[src/rtl/rv_pkg.sv]
// Shared RV core types: data width, register count and the writeback entry carried
// through the LSU result buffer.
package rv_pkg;

   localparam int unsigned XLEN     = 32;
   localparam int unsigned NUM_REGS = 32;

   typedef logic [XLEN-1:0] word_t;
   typedef logic [4:0]      reg_idx_t;

   typedef struct packed {
      reg_idx_t rd;
      word_t    data;
   } wb_entry_t;

endpackage

[src/rtl/wb_fifo.sv]
// Synchronous FIFO of writeback entries (LSU result buffer).
// Ports:
//   clk, rst   clock, synchronous active-high reset (empties the FIFO)
//   push       enqueue push_data; honoured when not full, or when full with a pop
//   push_data  entry to enqueue
//   pop        dequeue head; ignored when empty
//   full       DEPTH entries held
//   empty      no entries held
//   head       oldest entry (valid only when !empty)
module wb_fifo
   import rv_pkg::*;
#(
   parameter int unsigned DEPTH = 4
) (
   input  logic      clk,
   input  logic      rst,
   input  logic      push,
   input  wb_entry_t push_data,
   input  logic      pop,
   output logic      full,
   output logic      empty,
   output wb_entry_t head
);

   localparam int unsigned PTR_W = $clog2(DEPTH);
   localparam int unsigned CNT_W = PTR_W + 1;

   wb_entry_t        mem_q [DEPTH];
   logic [PTR_W-1:0] wr_ptr_q, rd_ptr_q;
   logic [CNT_W-1:0] count_q;
   logic             do_push, do_pop;

   assign empty   = (count_q == '0);
   assign full    = (count_q == CNT_W'(DEPTH));
   assign do_pop  = pop && !empty;
   // A pop in the same cycle makes room, so a push is legal even when full.
   assign do_push = push && (!full || do_pop);
   assign head    = mem_q[rd_ptr_q];

   always_ff @(posedge clk) begin
      if (do_push) begin
         mem_q[wr_ptr_q] <= push_data;
      end
   end

   // DEPTH is a power of two, so pointers wrap by natural overflow.
   always_ff @(posedge clk) begin
      if (rst) begin
         wr_ptr_q <= '0;
         rd_ptr_q <= '0;
         count_q  <= '0;
      end else begin
         if (do_push) wr_ptr_q <= wr_ptr_q + PTR_W'(1);
         if (do_pop)  rd_ptr_q <= rd_ptr_q + PTR_W'(1);
         count_q <= count_q + CNT_W'(do_push) - CNT_W'(do_pop);
      end
   end

endmodule

[src/rtl/regfile_wb_arbiter.sv]
// Register-file write-port arbiter: merges pipeline writeback with buffered LSU results,
// keeps the pending-register scoreboard and bounds LSU starvation with a pipe stall.
// Optional feature macro: WB_STARVE_CNT_EN adds the stall_events counter port.
// Ports:
//   clk, rst                       clock, synchronous active-high reset
//   pipe_valid/pipe_rd/pipe_data   pipeline WB result
//   pipe_stall                     pipeline must hold its result this cycle
//   lsu_valid/lsu_ready            LSU result handshake (ready = buffer not full)
//   lsu_rd/lsu_data                LSU result
//   iss_valid/iss_rd               LSU op issued; marks iss_rd pending
//   busy_mask                      registers with an undelivered LSU result
//   wb_we/wb_rd/wb_data            register-file write port
//   stall_events                   (WB_STARVE_CNT_EN only) saturating stall-cycle count
module regfile_wb_arbiter
   import rv_pkg::*;
#(
   parameter int unsigned FIFO_DEPTH   = 4,
   parameter int unsigned STARVE_LIMIT = 3
) (
   input  logic        clk,
   input  logic        rst,
   input  logic        pipe_valid,
   input  logic [4:0]  pipe_rd,
   input  logic [31:0] pipe_data,
   output logic        pipe_stall,
   input  logic        lsu_valid,
   output logic        lsu_ready,
   input  logic [4:0]  lsu_rd,
   input  logic [31:0] lsu_data,
   input  logic        iss_valid,
   input  logic [4:0]  iss_rd,
   output logic [31:0] busy_mask,
   output logic        wb_we,
   output logic [4:0]  wb_rd,
   output logic [31:0] wb_data
`ifdef WB_STARVE_CNT_EN
   ,
   output logic [31:0] stall_events
`endif
);

   localparam int unsigned STARVE_W = (STARVE_LIMIT > 0) ? $clog2(STARVE_LIMIT + 1) : 1;

   logic                fifo_full, fifo_empty;
   wb_entry_t           fifo_head;
   logic                lsu_push, pipe_wr, fifo_pop;
   logic [STARVE_W-1:0] starve_q, starve_d;
   logic [31:0]         busy_q, busy_d;

   wb_fifo #(
      .DEPTH (FIFO_DEPTH)
   ) u_fifo (
      .clk       (clk),
      .rst       (rst),
      .push      (lsu_push),
      .push_data (wb_entry_t'{rd: lsu_rd, data: lsu_data}),
      .pop       (fifo_pop),
      .full      (fifo_full),
      .empty     (fifo_empty),
      .head      (fifo_head)
   );

   // Handshake and write-slot selection. pipe_stall depends only on registered state.
   always_comb begin
      lsu_ready  = !rst && !fifo_full;
      // x0 results complete the handshake but are never buffered.
      lsu_push   = lsu_valid && lsu_ready && (lsu_rd != '0);
      pipe_stall = !rst && !fifo_empty && (starve_q == STARVE_W'(STARVE_LIMIT));
      pipe_wr    = !rst && pipe_valid && !pipe_stall && (pipe_rd != '0);
      fifo_pop   = !rst && !fifo_empty && !pipe_wr;
      wb_we      = pipe_wr || fifo_pop;
      wb_rd      = '0;
      wb_data    = '0;
      if (pipe_wr) begin
         wb_rd   = pipe_rd;
         wb_data = pipe_data;
      end else if (fifo_pop) begin
         wb_rd   = fifo_head.rd;
         wb_data = fifo_head.data;
      end
   end

   // Scoreboard next state: an issue to the same register wins over a drain clear.
   always_comb begin
      busy_d = busy_q;
      if (fifo_pop) busy_d[fifo_head.rd] = 1'b0;
      if (iss_valid && (iss_rd != '0)) busy_d[iss_rd] = 1'b1;
   end

   always_comb begin
      starve_d = '0;
      if (!fifo_empty && !fifo_pop && (starve_q != STARVE_W'(STARVE_LIMIT))) begin
         starve_d = starve_q + STARVE_W'(1);
      end
   end

   always_ff @(posedge clk) begin
      if (rst) begin
         busy_q   <= '0;
         starve_q <= '0;
      end else begin
         busy_q   <= busy_d;
         starve_q <= starve_d;
      end
   end

   assign busy_mask = busy_q;

`ifdef WB_STARVE_CNT_EN
   logic [31:0] stall_events_q;

   always_ff @(posedge clk) begin
      if (rst) begin
         stall_events_q <= '0;
      end else if (pipe_stall && (stall_events_q != '1)) begin
         stall_events_q <= stall_events_q + 32'd1;
      end
   end

   assign stall_events = stall_events_q;
`endif

   // Issuer contract: these conditions are never produced by a correct issue stage.
   always_ff @(posedge clk) begin
      if (!rst) begin
         assert (!(iss_valid && (iss_rd != '0) && busy_q[iss_rd]));
         assert (!(pipe_wr && busy_q[pipe_rd]));
         assert (!(lsu_push && !busy_q[lsu_rd]));
      end
   end

endmodule
[config.mk]
export PLATFORM = sky130hd
export DESIGN_NAME = regfile_wb_arbiter
export DESIGN_NICKNAME = d
export VERILOG_FILES = /design/src/rtl/rv_pkg.sv /design/src/rtl/wb_fifo.sv /design/src/rtl/regfile_wb_arbiter.sv
export SDC_FILE = /design/constraint.sdc
export NUM_CORES = 1
export LEC_CHECK = 0
export CORE_ASPECT_RATIO = 0.8
export CORE_MARGIN = 3
export CORE_UTILIZATION = 39
export DETAILED_ROUTE_END_ITERATION = 7
export PLACE_DENSITY = 0.62
export SETUP_SLACK_MARGIN = 0.02
export SYNTH_ARGS = -nofsm -noshare
export SYNTH_HDL_FRONTEND = slang
export SYNTH_SLANG_ARGS = --single-unit
[constraint.sdc]
create_clock -name clk -period 5.5 [get_ports clk]
set_input_delay 1.375 -clock clk [delete_from_list [all_inputs] [get_ports clk]]
set_output_delay 1.375 -clock clk [all_outputs]
set_load 0.005 [all_outputs]
==> flow_summary.html <==
<table>
<tr><th>Metric</th><th>Value</th></tr>
<tr><th colspan="2">Flow run</th></tr>
<tr><td>Maximum Capacitance Violations</td><td>0</td></tr>
<tr><th colspan="2">Critical path</th></tr>
<tr><td>Critical Setup Path Class</td><td>primary input to output port</td></tr>
<tr><td>R2r setup slk</td><td>2.67 ns</td></tr>
<tr><td>Launch instance of the worst register-to-register path</td><td>u_fifo.count_q[1]</td></tr>
<tr><td>Startpoint class of the critical path</td><td>primary input</td></tr>
<tr><td>Maximum fanout encountered on the critical timing path</td><td>37</td></tr>
<tr><td>Worst Reg2Reg Path Length in Cells</td><td>11</td></tr>
<tr><td>Timing startpoint of the critical path</td><td>pipe_valid</td></tr>
<tr><td>Critical R2R Capture</td><td>u_fifo.count_q[2]</td></tr>
<tr><td>Crit path DAT</td><td>~4 ns</td></tr>
<tr><td>Critical path required time</td><td>4.12 ns</td></tr>
<tr><td>Setup crit end kind</td><td>output port</td></tr>
<tr><th colspan="2">Timing</th></tr>
<tr><td>Period Utilization, post-route</td><td>95.8%</td></tr>
<tr><td>Worst Skew</td><td>~0.012 ns</td></tr>
<tr><td>Timing-limited maximum frequency</td><td>190 MHz</td></tr>
<tr><td>Count of final max-slew check failures</td><td>0</td></tr>
<tr><td>Final-report hold violation count</td><td>0</td></tr>
<tr><td>Finish-stage setup viols</td><td>0</td></tr>
<tr><td>Transition at the pin with the smallest max-transition slack</td><td>about 1.1 ns</td></tr>
<tr><td>Setup TNS</td><td>0 ns</td></tr>
<tr><td>Worst-case headroom to the max-slew limit</td><td>a little under 30%</td></tr>
<tr><td>Fin crit period</td><td>around 5.3 ns</td></tr>
<tr><td>Unrepaired setup endpoints after global routing</td><td>true</td></tr>
<tr><th colspan="2">Global route</th></tr>
<tr><td>Grt total ovfl</td><td>0</td></tr>
<tr><td>GRT Overall Usage</td><td>~17%</td></tr>
<tr><td>Antenna violations before repair</td><td>1</td></tr>
<tr><td>Global-route wire length before repair</td><td>28100 um</td></tr>
<tr><td>Via count of the first global-routing pass</td><td>5037</td></tr>
<tr><td>Pin count of the biggest net entering global routing</td><td>40</td></tr>
<tr><th colspan="2">Clock tree</th></tr>
<tr><td>Deepest clock path buffer count</td><td>2</td></tr>
<tr><td>Maximum level of the CTS H-tree</td><td>4</td></tr>
<tr><td>Sinks on Clock Net</td><td>191</td></tr>
<tr><td>Post-cts resize count</td><td>0</td></tr>
<tr><td>Number of hold buffers added after cts</td><td>0</td></tr>
<tr><td>Clock latency of the later-clocked register in the worst-skew pair</td><td>0.43 ns</td></tr>
<tr><td>Total clock buffers created by CTS</td><td>17</td></tr>
<tr><td>Buffers inserted during post-CTS setup optimization</td><td>0</td></tr>
<tr><td>CTS tree</td><td>built</td></tr>
<tr><td>Clk pin slew, worst setup/hold paths</td><td>around 0.070 ns</td></tr>
<tr><td>Root buffer cell</td><td>clkbuf_16</td></tr>
<tr><th colspan="2">Logic synthesis</th></tr>
<tr><td>Number of cells produced by synthesis</td><td>495</td></tr>
<tr><td>Count of yosys warnings during synthesis</td><td>0</td></tr>
<tr><td>Part of the Yosys area used for sequential elements</td><td>67.2%</td></tr>
<tr><td>Mean Syn Cell Area</td><td>around 16 sq um</td></tr>
<tr><td>Async set or reset register ratio after synthesis</td><td>0%</td></tr>
<tr><td>Area share of the largest cell type after synthesis</td><td>around 56%</td></tr>
<tr><td>Post-synth EDFFs</td><td>about 150</td></tr>
<tr><td>Net count after synthesis</td><td>587</td></tr>
<tr><td>Library cells used by synthesis</td><td>47</td></tr>
<tr><td>#FFs+latches synth</td><td>~190</td></tr>
<tr><td>Most used DFF post-synth</td><td>edfxtp_1</td></tr>
<tr><td>Synthesized cell area</td><td>just under 0.008 sq mm</td></tr>
<tr><td>Cell type contributing the most total cell area after synthesis</td><td>edfxtp_1</td></tr>
<tr><td>Top post-synthesis cells by area</td><td>edfxtp_1 56%, dfxtp_1 11%, mux4_2 11%</td></tr>
<tr><th colspan="2">Worst hold path</th></tr>
<tr><td>Class of the worst hold path</td><td>register to register</td></tr>
<tr><td>Cell count of the worst hold path</td><td>1</td></tr>
<tr><td>Start point of the worst hold path</td><td>u_fifo.rd_ptr_q[1]</td></tr>
<tr><th colspan="2">Placement</th></tr>
<tr><td>PortBufs</td><td>approximately 160</td></tr>
<tr><td>GP Congestion</td><td>between 0.7 and 0.8</td></tr>
<tr><td>Post-Place Cells</td><td>roughly 900</td></tr>
<tr><td>Placed wire-length estimate after detailed placement</td><td>around 12000 um</td></tr>
<tr><th colspan="2">Power</th></tr>
<tr><td>Peak supply drop</td><td>252 uV</td></tr>
<tr><td>Total leakage power</td><td>between 0.003 and 0.004 uW</td></tr>
<tr><td>Net switching component of the power</td><td>~1000 uW</td></tr>
<tr><td>Pwr/cell area</td><td>355 mW/mm^2</td></tr>
<tr><td>Clock network fraction of design power</td><td>between 30% and 40%</td></tr>
<tr><td>Flop pwr share</td><td>46.2%</td></tr>
<tr><td>Switching part of the total</td><td>between 20% and 30%</td></tr>
<tr><td>Internal power contribution</td><td>2670 uW</td></tr>
<tr><td>Share of power burned in combinational logic</td><td>around 22%</td></tr>
<tr><th colspan="2">Floorplanning</th></tr>
<tr><td>Initial core utilization</td><td>40.6%</td></tr>
<tr><td>Core ar.</td><td>a little under 0.02 sq mm</td></tr>
<tr><td>Die area</td><td>around 0.022 sq mm</td></tr>
<tr><td>Ports</td><td>~160</td></tr>
<tr><td>Y dimension of the die</td><td>approximately 130 um</td></tr>
<tr><td>Die Width</td><td>between 150 and 200 um</td></tr>
<tr><td>Count of standard-cell rows</td><td>45</td></tr>
<tr><th colspan="2">Routing</th></tr>
<tr><td>Vias</td><td>about 5000</td></tr>
<tr><td>DRT Wirelength</td><td>roughly 18000 um</td></tr>
<tr><td>Detail-routed via count per cell</td><td>5.38</td></tr>
<tr><td>TritonRoute pass-1 iters</td><td>4</td></tr>
<tr><td>Antenna-violating nets left</td><td>0</td></tr>
<tr><td>Violation count after the first detailed-routing iteration</td><td>around 350</td></tr>
<tr><td>Mean routed wirelength per cell</td><td>19.6 um</td></tr>
<tr><td>Post-route DRC</td><td>0</td></tr>
<tr><th colspan="2">Layout</th></tr>
<tr><td>Area taken by flip-flops and latches</td><td>approximately 0.0053 sq mm</td></tr>
<tr><td>Number of fillers in the final layout</td><td>1578</td></tr>
<tr><td>Multi-input logic area</td><td>0.00245 sq mm</td></tr>
<tr><td>Fraction of layout cells with a size suffix above 1</td><td>about 15%</td></tr>
<tr><td>Final standard cell count with taps included and fillers excluded</td><td>925</td></tr>
<tr><td>Most frequent standard cell in the layout excluding fill and tap cells</td><td>clkdlybuf4s50_1</td></tr>
<tr><td>Number of inserted diodes</td><td>0</td></tr>
<tr><td>Net count of the finished layout</td><td>between 700 and 800</td></tr>
<tr><td>Layout Utilization</td><td>between 50% and 60%</td></tr>
<tr><td>Most frequent cells in the layout</td><td>155 x clkdlybuf4s50_1, 148 x edfxtp_1, 57 x nor2_1, 41 x dfxtp_1</td></tr>
<tr><td>Area growth from synthesis to final layout</td><td>31.0%</td></tr>
<tr><th colspan="2">Run status</th></tr>
<tr><td>Status</td><td>complete, no violations</td></tr>
</table>
[registers in the layout, indices dropped and copies added, names as in the netlist, named ones only]
register / count
u_fifo.count_q: 3
u_fifo.wr_ptr_q: 2
starve_q: 2
busy_mask: 32
u_fifo.rd_ptr_q: 2
u_fifo.mem_q: 148
[critical path, stage by stage]
cell	delay [ns]
clkdlybuf4s50_1	0.58
nor2b_1	0.20
o21ai_2	0.12
a21oi_4	0.81
a22o_1	0.30
clkdlybuf4s50_1	0.51
[cell usage after synthesis (2+ instances only)]
cell and n:
a21boi_0 8, a311oi_1 12, and3_1 4, ha_1 7, nor3b_1 9, a211oi_1 20
xnor2_1 2, nor2_1 57, nor4b_4 2, nand4b_1 2, nand2b_1 5, or2_2 2
nor3_1 13, nor4_1 3, clkbuf_1 13, mux4_2 37, edfxtp_1 148, nand4bb_1 2
nand2_1 5, a22o_1 37, buf_4 4, nor2b_1 6, buf_2 8, dfxtp_1 43
nand3_1 3, a21oi_1 13, and2_1 3, inv_1 8
[worst max-delay path by stage]
stage	end	cells after the start
after detailed placement	wb_data[2]	6
after CTS	wb_data[2]	6
after floorplan	wb_data[0]	6
final	wb_data[2]	6
after global placement	wb_data[15]	6
after global routing	wb_data[2]	6
[power groups by stage]
stage	combinational [uW]	clock [uW]	sequential, uW
after floorplan	517	0	1670
after global placement	780	0	1730
after detailed placement	797	0	1730
after CTS	802	1220	1700
after global routing	861	1280	1710
final	792	1190	1700
[cell type report]
class	count	share of cell area (%)
well taps	258	3.12
flip-flops and latches	191	51.3
clock buffers	17	4.12
repair buffers	167	15.9
inverters	8	0.290
multi-input cells	269	23.7
clock inverters	15	1.57
[per-stage QoR]
stage / setup WS, ns / power (uW) / area, sq um / hold WS [ns]
floorplan: 1.39 / 2190 / 7890 / 0.406
global placement: 0.275 / 2510 / 9750 / 0.418
detailed placement: 0.212 / 2530 / 9750 / 0.432
CTS: 0.165 / 3720 / 10300 / 0.443
global route: 0.000981 / 3850 / 10300 / 0.469
finish: 0.229 / 3670 / 10300 / 0.456
[per-layer routing]
layer / part of all wire (%) / GRT usage, % / up-vias
met2: 49 / 27.3 / 164
met4: 1.1 / 4.42 / 2
li1: - / - / 2312
met3: 6.8 / 4.60 / 16
met1: 43 / 22.3 / 2486
met5: 0.099 / 0 / -
[cell families (layout without fill, tap and decap cells)]
family          count (synthesis)  in the layout  synth area share [%]
fa+ha+maj                       8              8                  1.36
compound gates                 96             96                  9.61
mux                            38             38                  10.7
flops                         191            191                  67.2
xor+xnor                        2              2                 0.222
simple gates                  125            125                  8.87
buf+inv                        35            207                  2.00
Power figures use the tool's default switching activity.
